**config.mk**
```make
export PLATFORM = sky130hd
export DESIGN_NAME = picosoc_xbar
export DESIGN_NICKNAME = d
export VERILOG_FILES = /design/src/rtl/picosoc_xbar_pkg.sv /design/src/rtl/picosoc_xbar_arb.sv /design/src/rtl/picosoc_xbar.sv
export SDC_FILE = /design/constraint.sdc
export NUM_CORES = 1
export LEC_CHECK = 0
export ABC_AREA = 1
export ABC_CLOCK_PERIOD_IN_PS = 5600
export CAP_MARGIN = 20
export CORE_AREA = 2 2 244 246
export DETAILED_ROUTE_END_ITERATION = 10
export DIE_AREA = 0 0 246 248
export HOLD_SLACK_MARGIN = 0.1
export PLACE_DENSITY = 0.38
export SYNTH_ARGS = -nofsm -noshare
export SYNTH_HDL_FRONTEND = slang
export SYNTH_SLANG_ARGS = --single-unit
```
**constraint.sdc**
```tcl
create_clock -name clk -period 5.6 [get_ports clk]
set_input_delay 1.68 -clock clk [delete_from_list [all_inputs] [get_ports clk]]
set_output_delay 1.68 -clock clk [all_outputs]
set_load 0.01 [all_outputs]
```
**src/rtl/picosoc_xbar_pkg.sv**
```systemverilog
// Shared constants and helpers for the PicoRV32 native-bus crossbar.
// Imported by the arbiter and the crossbar top.
package picosoc_xbar_pkg;

   typedef logic [31:0] word_t;

   localparam word_t ERR_RDATA = 32'h0000_0000;
   localparam word_t DEF_BASE  = 32'h0000_0000;
   localparam word_t DEF_MASK  = 32'hFFFF_FF00;

   function automatic int clog2(input int value);
      int r;
      r = 0;
      while ((1 << r) < value) begin
         r = r + 1;
      end
      return r;
   endfunction

endpackage

```
**src/rtl/picosoc_xbar_arb.sv**
```systemverilog
// Per-slave round-robin arbiter: registered one-hot grant, rotating pointer
// and a watchdog that forces completion when the slave never answers.
module picosoc_xbar_arb
   import picosoc_xbar_pkg::*;
#(
   parameter int NM      = 2,
   parameter int TIMEOUT = 255
) (
   input  logic          clk,
   input  logic          reset,
   input  logic [NM-1:0] req,
   input  logic          ready,
   output logic [NM-1:0] gnt,
   output logic          timeout
);

   localparam int PW = (clog2(NM) < 1) ? 1 : clog2(NM);
   localparam int CW = (clog2(TIMEOUT + 1) < 1) ? 1 : clog2(TIMEOUT + 1);

   logic [PW-1:0] ptr;
   logic [PW-1:0] ptr_next;
   logic [PW-1:0] cur;
   logic [PW-1:0] nxt;
   logic [PW-1:0] start;
   logic [PW-1:0] idx;
   logic [PW:0]   sum;
   logic [CW-1:0] cnt;
   logic [NM-1:0] gnt_next;
   logic          busy;
   logic          done;
   logic          pick;
   logic          taken;

   assign busy    = |gnt;
   assign timeout = busy && (TIMEOUT != 0) && (cnt == CW'(TIMEOUT));

   // Next grant: on completion the finishing master is skipped so a waiting
   // master takes the slot immediately; its own next request waits one cycle.
   always_comb begin
      cur = '0;
      for (int i = 0; i < NM; i++) begin
         cur = gnt[i] ? PW'(i) : cur;
      end
      done     = busy & (ready | timeout);
      nxt      = (cur == PW'(NM - 1)) ? '0 : cur + PW'(1);
      start    = done ? nxt : ptr;
      ptr_next = start;
      taken    = 1'b0;
      sum      = '0;
      idx      = '0;
      pick     = 1'b0;
      gnt_next = gnt;
      if (!busy || done) begin
         gnt_next = '0;
         for (int i = 0; i < NM; i++) begin
            sum           = {1'b0, start} + (PW+1)'(i);
            idx           = (sum >= (PW+1)'(NM)) ? PW'(sum - (PW+1)'(NM)) : PW'(sum);
            pick          = req[idx] & ~gnt[idx] & ~taken;
            gnt_next[idx] = pick;
            taken         = taken | pick;
         end
      end else begin
         gnt_next = gnt;
      end
   end

   // Grant, pointer and watchdog registers.
   always_ff @(posedge clk or posedge reset) begin
      if (reset) begin
         gnt <= '0;
         ptr <= '0;
         cnt <= '0;
      end else begin
         gnt <= gnt_next;
         ptr <= ptr_next;
         if (!busy || done) begin
            cnt <= '0;
         end else if (cnt != CW'(TIMEOUT)) begin
            cnt <= cnt + CW'(1);
         end else begin
            cnt <= cnt;
         end
      end
   end

endmodule

```
**src/rtl/picosoc_xbar.sv**
```systemverilog
// NM-master x NS-slave crossbar for the PicoRV32 native memory bus with
// per-slave round-robin arbitration and an error responder for unmapped addresses.
module picosoc_xbar
   import picosoc_xbar_pkg::*;
#(
   parameter int               NM       = 2,
   parameter int               NS       = 4,
   parameter logic [NS*32-1:0] SLV_BASE = {NS{DEF_BASE}},
   parameter logic [NS*32-1:0] SLV_MASK = {NS{DEF_MASK}},
   parameter int               TIMEOUT  = 255
) (
   input  logic             clk,
   input  logic             reset,
   input  logic [NM-1:0]    m_valid,
   input  logic [NM-1:0]    m_instr,
   input  logic [NM*32-1:0] m_addr,
   input  logic [NM*32-1:0] m_wdata,
   input  logic [NM*4-1:0]  m_wstrb,
   output logic [NM-1:0]    m_ready,
   output logic [NM*32-1:0] m_rdata,
   output logic [NM-1:0]    m_err,
   output logic [NS-1:0]    s_valid,
   output logic [NS-1:0]    s_instr,
   output logic [NS*32-1:0] s_addr,
   output logic [NS*32-1:0] s_wdata,
   output logic [NS*4-1:0]  s_wstrb,
   input  logic [NS-1:0]    s_ready,
   input  logic [NS*32-1:0] s_rdata
);

   logic [NM-1:0] req [NS];
   logic [NM-1:0] gnt [NS];
   logic [NS-1:0] timeout;
   logic [NM-1:0] hit;
   logic [NM-1:0] miss;
   logic [NM-1:0] miss_ack;
   logic          match;

   // Address decode; with overlapping windows the lowest slave index wins.
   always_comb begin
      hit   = '0;
      match = 1'b0;
      for (int s = 0; s < NS; s++) begin
         req[s] = '0;
      end
      for (int m = 0; m < NM; m++) begin
         for (int s = 0; s < NS; s++) begin
            match     = (m_addr[m*32 +: 32] & SLV_MASK[s*32 +: 32]) == SLV_BASE[s*32 +: 32];
            req[s][m] = m_valid[m] & ~hit[m] & match;
            hit[m]    = hit[m] | match;
         end
      end
      miss = m_valid & ~hit;
   end

   for (genvar s = 0; s < NS; s++) begin : g_arb
      picosoc_xbar_arb #(
         .NM      (NM),
         .TIMEOUT (TIMEOUT)
      ) u_arb (
         .clk     (clk),
         .reset   (reset),
         .req     (req[s]),
         .ready   (s_ready[s]),
         .gnt     (gnt[s]),
         .timeout (timeout[s])
      );
   end

   // Unmapped access: acknowledge once, one cycle after the request appears.
   always_ff @(posedge clk or posedge reset) begin
      if (reset) begin
         miss_ack <= '0;
      end else begin
         miss_ack <= miss & ~miss_ack;
      end
   end

   // Slave-side fan-out from the granted master (grants are one-hot).
   always_comb begin
      s_valid = '0;
      s_instr = '0;
      s_addr  = '0;
      s_wdata = '0;
      s_wstrb = '0;
      for (int s = 0; s < NS; s++) begin
         s_valid[s] = (|gnt[s]) & ~timeout[s];
         for (int m = 0; m < NM; m++) begin
            s_instr[s]          = s_instr[s] | (gnt[s][m] & m_instr[m]);
            s_addr[s*32 +: 32]  = s_addr[s*32 +: 32]  | ({32{gnt[s][m]}} & m_addr[m*32 +: 32]);
            s_wdata[s*32 +: 32] = s_wdata[s*32 +: 32] | ({32{gnt[s][m]}} & m_wdata[m*32 +: 32]);
            s_wstrb[s*4 +: 4]   = s_wstrb[s*4 +: 4]   | ({4{gnt[s][m]}}  & m_wstrb[m*4 +: 4]);
         end
      end
   end

   // Master-side fan-in; s_ready beats a simultaneous watchdog expiry.
   always_comb begin
      m_ready = miss_ack;
      m_err   = miss_ack;
      m_rdata = '0;
      for (int m = 0; m < NM; m++) begin
         m_rdata[m*32 +: 32] = ERR_RDATA;
         for (int s = 0; s < NS; s++) begin
            m_ready[m]          = m_ready[m] | (gnt[s][m] & (s_ready[s] | timeout[s]));
            m_err[m]            = m_err[m] | (gnt[s][m] & timeout[s] & ~s_ready[s]);
            m_rdata[m*32 +: 32] = m_rdata[m*32 +: 32]
                                | ({32{gnt[s][m] & s_ready[s]}} & s_rdata[s*32 +: 32]);
         end
      end
   end

endmodule
```
# After elaboration in Yosys (flattened, before gate mapping)
# Index checks and enable logic that the tools add are counted.
[op_classes]
add_sub_neg = 20
n_mul = 0
div = 0
magnitude_cmp = 24
eq_ne = 8
shifts = 0
n_mux = 80
bitwise_logic = 170
n_reduce_logical = 30
[ops]
columns = ["op", "count"]
rows = [
  ["AND 32 bit", 24],
  ["bitwise OR 32 bit", 14],
  ["AND 1 bit", 66],
  ["logical NOT 32 bit", 2],
  ["two-way mux 8 bit", 8],
  ["two-way mux 1 bit", 60],
  ["adder 8 x 1 -> 8 bit (second input constant)", 4],
  ["AND 4 bit", 8],
  ["equality test 8 bit (second input constant)", 4],
  ["inequality test 8 bit (second input constant)", 4],
  ["bitwise OR 1 bit", 24],
  ["NOT 1 bit", 22],
  ["less-than comparator 1 x 2 -> 1 bit (second input constant)", 8],
  ["bitwise OR 4 bit", 4],
  ["AND 2 bit", 6],
  ["logical AND 1 bit", 12],
  ["adder 1 x 1 -> 2 bit (second input constant)", 4],
  ["bitwise mux 2 bit", 4],
  ["demux 1 bit (select 1 bit)", 8],
  [">= comparator 1 bit (second input constant)", 8],
  [">= comparator 1 x 2 -> 1 bit (second input constant)", 4],
  [">= comparator 2 bit (second input constant)", 4],
  ["nonzero test 2 bit", 4],
  ["OR reduction 2 bit", 4],
  ["5 further kinds", 22],
]
[word_totals]
reg_bits = 46
latch_bits = 0
ramBits = 0
mem_bits_ro = 0
in_bits = 274
output_inout_bits = 348
wordCells = 345
mem_count = 0

# Depth between registers and ports, before layout
# Gate-level depths: netlist (run 1).
[depth]
word_depth = 14
depth_mapped = 13
depth_no_buf = 13

# By module
# A second synthesis (run 1) with hierarchy kept.
[hier_totals]
cells_unflattened = 1210
hier_area_um2 = 7095.6
[modules_own_cells]
columns = ["module", "n_inst", "cells_per_inst", "area_per_inst_um2", "seq_area_each_um2"]
rows = [
  ["picosoc_xbar", 1, 918, 4708.3, 50.0],
  ["picosoc_xbar_arb", 4, 73, 596.8, 275.3],
]

# Worst setup path after synthesis (run 1)
# No wires, ideal clock.
[synth_path]
path_type = "input to output"
startpoint = "input s_ready[2]"
endpoint = "output m_rdata[17]"
arrival_ns = 2.577
required_ns = 3.920
setup_slack_ns = 1.343
stages = 5
path_buffers = 1
cell_sequence = "nand2_1 -> inv_1 -> buf_2 -> a221oi_1 -> o21ai_0"
[synth_via]
elab_chain_cells = 4
[synth_rtl]
columns = ["element", "line", "text"]
rows = [
  ["from (decl)", "picosoc_xbar.sv:27", "input logic [NS-1:0] s_ready,"],
  ["AND 1 bit", "picosoc_xbar.sv:108", "| ({32{gnt[s][m] & s_ready[s]}} & s_rdata[s*32 +: 32]);"],
  ["AND 32 bit", "picosoc_xbar.sv:108", ""],
  ["bitwise OR 32 bit (2 in a row)", "picosoc_xbar.sv:108", ""],
  ["to (decl)", "picosoc_xbar.sv:20", "output logic [NM*32-1:0] m_rdata,"],
]
# Every way passes these cells.

# Final worst setup path (run 1)
[layout_path]
startpoint = "input s_ready[0]"
endpoint = "output m_rdata[29]"
[layout_via]
elab_chain_cells = 5
[layout_rtl]
columns = ["element", "line"]
rows = [
  ["AND 1 bit", "picosoc_xbar.sv:108"],
  ["AND 32 bit", "picosoc_xbar.sv:108"],
  ["bitwise OR 32 bit (3 in a row)", "picosoc_xbar.sv:108"],
]
# Every way passes these cells.

==> results of run 1 <==
==> layout by cell type, fill, tap and decap left out, drive strengths merged, types with 20 or more instances in the layout <==
cell and count:
o22ai 284, nor2 73, buf 39, o21ai 25, nand3 20, nand4 38
dfrtp 43, nand2 206, clkdlybuf4s50 621, inv 219
==> worst min path at each step <==
stage / startpoint / to
5_1_grt: g_arb[3].u_arb.cnt[0] / g_arb[3].u_arb.cnt[0]
3_3_place_gp: g_arb[0].u_arb.cnt[0] / g_arb[0].u_arb.cnt[0]
2_1_floorplan: g_arb[0].u_arb.cnt[0] / g_arb[0].u_arb.cnt[0]
6_report: g_arb[0].u_arb.cnt[0] / g_arb[0].u_arb.cnt[0]
3_5_place_dp: g_arb[0].u_arb.cnt[0] / g_arb[0].u_arb.cnt[0]
4_1_cts: g_arb[2].u_arb.cnt[0] / g_arb[2].u_arb.cnt[0]
==> repair_timing <==
| action | CTS | global route |
|---|---|---|
| hold endpoints to repair | 0 | 0 |
| resized for setup | 0 | 1 |
| endpoints found under the setup margin | 0 | 1 |
==> area by class of cell <==
type                    count  area (um^2)  share of cell area
multi-input cells         734         4010               0.293
clock buffers               6          139              0.0101
inverters                 221          832              0.0608
clock inverters             1         5.00            0.000365
flip-flops and latches     43         1080              0.0786
repair buffers            660         6650               0.485
diodes                      6         15.0             0.00110
well taps                 773          967              0.0706
==> cells in the mapped netlist <==
library cell and instances:
clkinv_1 3, a211oi_1 1, a21oi_2 1, nand4_1 38, o31ai_1 1, o22ai_1 284, o21ai_0 24, and3_1 4
nor2_2 2, nand3_1 19, nor2_1 69, nand2_1 194, inv_4 1, nand3_2 1, buf_2 6, dfrtp_1 43
inv_2 10, nand2_4 4, nor3b_1 8, inv_1 207, o2111ai_1 16, nor3_1 12, ha_1 4, o21ai_1 1
clkbuf_1 63, a31oi_1 1, a221oi_1 14, buf_1 4, xor2_1 4, xnor2_1 1, nand2_2 8, a21oi_1 18
a311oi_1 1, nor2_4 2, o311ai_1 2
==> power breakdown <==
part | internal [mW] | switching, mW | total (mW)
clock | 0.174 | 0.120 | 0.294
combinational | 0.192 | 0.150 | 0.343
sequential | 0.312 | 0.000633 | 0.312
total | 0.678 | 0.271 | 0.949
==> cell families after synthesis <==
kind of cell / count (synthesis) / share of synthesized area
compound gates: 364 / 0.373
simple gates: 361 / 0.259
buf+inv: 294 / 0.180
flops: 43 / 0.174
xor+xnor: 5 / 0.00706
fa+ha+maj: 4 / 0.00807
==> sequential cells by signal (all words and copies together) (netlist names) <==
| register | count |
|---|---|
| g_arb.u_arb.ptr | 1 |
| miss_ack | 2 |
| g_arb.u_arb.cnt | 32 |
| g_arb.u_arb.gnt | 8 |
==> per-layer routing <==
layer  vias up  global-route usage  part of all wire
met3        60              0.0500             0.089
met1      5236               0.176              0.35
met4         4              0.0508             0.028
li1       4990                   -                 -
met2       568               0.337              0.53
met5         -                   0           0.00048
==> metrics by stage <==
step           power, mW   util  hold slack [ps]  setup WS (ps)  area [um^2]
2_1_floorplan      0.398      -              432           1340         6200
3_3_place_gp       0.660  0.231              450            178        13500
3_5_place_dp       0.661  0.231              450            139        13500
4_1_cts            0.963  0.234              459            131        13700
5_1_grt            0.990  0.234              495            120        13700
6_report           0.949  0.234              458            246        13700
==> results.py, run 1 <==
metrics = {
    "placement": {
        "dp.cells": 2431,
        "place.gp.congestion": 0.954,
        "port_buffers": 621,
        "dp_hpwl_um": 46100,
    },
    "floorplan": {
        "ios": 622,
        "start_util": 0.106,
        "num_rows": 89,
        "die_h_um": 248,
        "core-area_um2": 58500,
        "dieWidth_um": 246,
        "dieArea_um2": 61000,
    },
    "worst_setup_path": {
        "endpoint": "m_rdata[29]",
        "rrSetupSlack_ps": 3830,
        "critPathBufInv": 4,
        "path_delay_family": "buffers and inverters",
        "slowest_delay_ps": 620,
        "arrival_ps": 3670,
        "r2r_start": "g_arb[0].u_arb.cnt[0]",
        "cp.depth": 7,
        "reg2regPathDepth": 8,
        "startpoint_type": "input pin",
        "r2r_end": "g_arb[0].u_arb.cnt[7]",
        "cp-end-kind": "output port",
        "worstSetupPathType": "input pin to output port",
        "path_max_fanout": 9,
        "crit_chain": "clkdlybuf4s50_1 > nand2_1 > inv_2 > buf_4 > nand2_1 > o2111ai_1 > clkdlybuf4s50_1",
        "slowest_stage": "clkdlybuf4s50_1",
        "required_ps": 3920,
        "cp-startpoint": "s_ready[0]",
    },
    "sta": {
        "fin_crit_sh": 0.956,
        "maxSlewViolCount": 0,
        "period_minus_slack_ps": 5350,
        "slew-limit-headroom": 0.478,
        "grt_setup_unrepaired": "no",
        "worst-slew-pin-transition_ps": 784,
        "fin_tns_setup_ps": 0,
        "max_freq_mhz": 187,
        "setup_viol": 0,
        "hold_viol": 0,
        "finClkSkew_ps": 6.10,
    },
    "global_routing": {
        "antenna_found_initial": 9,
        "grt_pass1_wl_um": 77900,
        "grt_usage": 0.173,
        "gr-total-overflow": 0,
        "grt_pass1_vias": 11000,
        "grt_max_degree": 60,
    },
    "clock_network": {
        "cts_buffers": 5,
        "h-tree-depth": 2,
        "cts_num_sinks": 43,
        "clk_path_buf_depth": 2,
        "clk_latency_ps": 290,
        "cts_tree": "done",
        "post_cts_buffers": 0,
        "cts_hold_buf": 0,
        "clk_pin_slew_ps": 60,
        "root_buffer": "clkbuf_16",
    },
    "logic_synthesis": {
        "synthDistinctLibCells": 35,
        "syn_inst": 1071,
        "ys_seq_area_frac": 0.174,
        "avgSynthCellArea_um2": 5.79,
        "synth_nets": 1349,
        "ys_warn_count": 0,
        "syn-cell-area_um2": 6200,
        "yosysTopAreaCellShare": 0.287,
        "synth_largest_area_cell": "o22ai_1",
        "netlist_top_cells_area": "o22ai_1 29%, dfrtp_1 17%, inv_1 13%",
        "synth_seq_cells": 43,
    },
    "detailed_routing": {
        "routed_wl_um": 56600,
        "dr.first_iter.drc_count": 448,
        "drt-pass1-iter-count": 5,
        "antenna_left": 0,
        "vias": 10900,
        "wl_per_cell_um": 23.2,
        "drc": 0,
        "detail_route.vias_per_cell": 4.44,
    },
    "cells_and_area": {
        "final_nets": 1943,
        "fin_cells": 2444,
        "area_growth_pct": 121,
        "drive_gt1_frac": 0.0462,
        "n_fill_cell": 6639,
    },
    "power_and_ir_drop": {
        "p_leak_nw": 5.39,
        "ir_worst_vdd_mv": 0.113,
        "power_density_nw_per_um2": 69.3,
    },
    "outcome": {
        "status": "finished, final reports clean",
    },
    "worst_hold_path": {
        "min_path_cells": 1,
        "hp-class": "flop to flop",
    },
    "run": {
        "maxCapViolCount": 0,
    },
}
Power figures use the tool's default switching activity.
==> inputs of run 2 (changes only) <==
- CORE_AREA: 2 2 244 246 -> 5 5 240 242
- DIE_AREA: 0 0 246 248 -> 0 0 245 247
- PLACE_DENSITY: 0.38 -> 0.39
- SETUP_SLACK_MARGIN: default -> 0.02
==> run 2 against run 1 <==
Compared with the run above:
- setup slack got worse by 48 ps
- clock power decreased by 7.1%
- flip-flop and latch count unchanged
- design area fell by 1.2%
- combinational power is 3% lower
- power fell by 3.1%
- worst hold slack worse by 2.2 ps
- sequential share of layout area rose by 0.094 points
- critical endpoint is now m_rdata[1]
- wire length is 0.11% higher
==> results.py, run 2 (synthesis gave the netlist of run 1 again) <==
metrics = {
    "floorplan": {
        "num_rows": 86,
        "core-area_um2": 54900,
        "ios": 622,
        "dieArea_um2": 60500,
        "start_util": 0.113,
        "die_h_um": 247,
        "dieWidth_um": 245,
    },
    "cells_and_area": {
        "n_fill_cell": 6134,
        "reg_top3": "g_arb.u_arb.cnt x32, g_arb.u_arb.gnt x8, miss_ack x2",
        "final_nets": 1938,
        "multi_input_area_um2": 4010,
        "largest_reg_flops": 32,
        "largest-register": "g_arb.u_arb.cnt",
        "seqCellArea_um2": 1080,
        "drive_gt1_frac": 0.0416,
        "layout_common_cells": "621 x clkdlybuf4s50_1, 284 x o22ai_1, 207 x inv_1",
        "final_common_cell": "clkdlybuf4s50_1",
        "area_growth_pct": 118,
    },
    "clock_network": {
        "clk_latency_ps": 280,
        "post_cts_buffers": 0,
        "cts_buffers": 5,
        "cts_num_sinks": 43,
        "h-tree-depth": 2,
        "clk_pin_slew_ps": 60,
        "cts_tree": "done",
        "cts_hold_buf": 0,
        "root_buffer": "clkbuf_16",
        "cts_resized": 0,
        "clk_path_buf_depth": 2,
    },
    "global_routing": {
        "grt_usage": 0.171,
        "gr-total-overflow": 0,
        "grt_max_degree": 71,
        "grt.busiest_layer": "met2",
        "grt_pass1_wl_um": 78700,
        "grt_util_met3": 0.0548,
        "antenna_found_initial": 9,
        "use_met1": 0.186,
        "met2_usage": 0.320,
        "grt_pass1_vias": 11000,
    },
    "power_and_ir_drop": {
        "ir_worst_vdd_mv": 0.0948,
        "p_leak_nw": 5.35,
        "power.total_uw": 919,
        "power_density_nw_per_um2": 67.9,
    },
    "worst_setup_path": {
        "required_ps": 3920,
        "slowest_stage": "clkdlybuf4s50_1",
        "cp-startpoint": "s_ready[3]",
        "startpoint_type": "input pin",
        "r2r_end": "g_arb[0].u_arb.cnt[7]",
        "path_max_fanout": 10,
        "rrSetupSlack_ps": 3780,
        "crit_path_frequent_cell": "clkdlybuf4s50_1",
        "crit_chain": "clkdlybuf4s50_1 > nand2_1 > buf_4 > nor2_1 > a221oi_1 > o21ai_0 > clkdlybuf4s50_1",
        "r2r_start": "g_arb[0].u_arb.cnt[0]",
        "endpoint": "m_rdata[1]",
        "worstSetupPathType": "input pin to output port",
        "reg2regPathDepth": 8,
        "slowest_delay_ps": 510,
        "arrival_ps": 3720,
        "cp-end-kind": "output port",
    },
    "sta": {
        "slew-limit-headroom": 0.416,
        "worst-slew-pin-transition_ps": 875,
        "grt_setup_unrepaired": "no",
        "finClkSkew_ps": 4.47,
        "hold_viol": 0,
        "period_minus_slack_ps": 5400,
        "fin_crit_sh": 0.965,
        "setup_viol": 0,
        "maxSlewViolCount": 0,
        "fin_tns_setup_ps": 0,
        "max_freq_mhz": 185,
    },
    "detailed_routing": {
        "routed_wl_um": 56700,
        "dr.first_iter.drc_count": 492,
        "detail_route.vias_per_cell": 4.52,
        "antenna_left": 0,
        "wl_per_cell_um": 23.9,
        "vias": 10700,
        "drc": 0,
        "drt-pass1-iter-count": 4,
    },
    "outcome": {
        "status": "finished, final reports clean",
    },
    "placement": {
        "port_buffers": 621,
        "dp_hpwl_um": 45400,
        "place.gp.congestion": 0.967,
    },
    "worst_hold_path": {
        "hp-class": "flop to flop",
    },
    "run": {
        "maxCapViolCount": 0,
    },
}
-- run 2: worst max-delay path: cells and delay by family --
family / cells / cell delay [ps]
buf+inv: 3 / 1270
simple gates: 2 / 390
compound gates: 2 / 370
-- run 2: where the power goes --
part | leakage [nW] | switching, mW | total [mW] | internal, mW
clock | 0.0628 | 0.112 | 0.273 | 0.160
combinational | 4.69 | 0.142 | 0.334 | 0.191
sequential | 0.598 | 0.000498 | 0.312 | 0.312
-- run 2: metal layers --
metal | routed length, um | vias up
met1 | 21100 | 5113
met4 | 1630 | 12
met5 | 82 | -
met2 | 28900 | 527
met3 | 4960 | 76
li1 | - | 4973
-- run 2: worst min-delay path by stage --
stage                                      from                    end  slack (ps)  depth (start not counted)
final                     g_arb[1].u_arb.cnt[0]  g_arb[1].u_arb.cnt[0]         460                          1
after global placement    g_arb[2].u_arb.cnt[0]  g_arb[2].u_arb.cnt[0]         450                          1
after CTS                 g_arb[3].u_arb.cnt[0]  g_arb[3].u_arb.cnt[0]         460                          1
after global routing      g_arb[1].u_arb.cnt[0]  g_arb[1].u_arb.cnt[0]         490                          1
after detailed placement  g_arb[3].u_arb.cnt[0]  g_arb[3].u_arb.cnt[0]         450                          1
after floorplan           g_arb[0].u_arb.cnt[0]  g_arb[0].u_arb.cnt[0]         430                          1
-- run 2: final cells by class --
type,instances,share of cell area
antenna,3,0.000555
clock buffer,6,0.00952
inverter,221,0.0615
multi-input combinational,734,0.296
sequential,43,0.0795
tap,704,0.0651
timing repair buffer,655,0.487
-- run 2: stage by stage --
stage          area [um^2]  cells  setup slack [ps]  utilization  hold slack (ps)
5_1_grt              13500   2364              70.8        0.246              486
4_1_cts              13500   2363               168        0.246              458
6_report             13500   2366               197        0.247              456
3_5_place_dp         13400   2357               168        0.244              449
2_1_floorplan         6200   1071              1340            -              432
3_3_place_gp         13400   2357               166        0.244              449
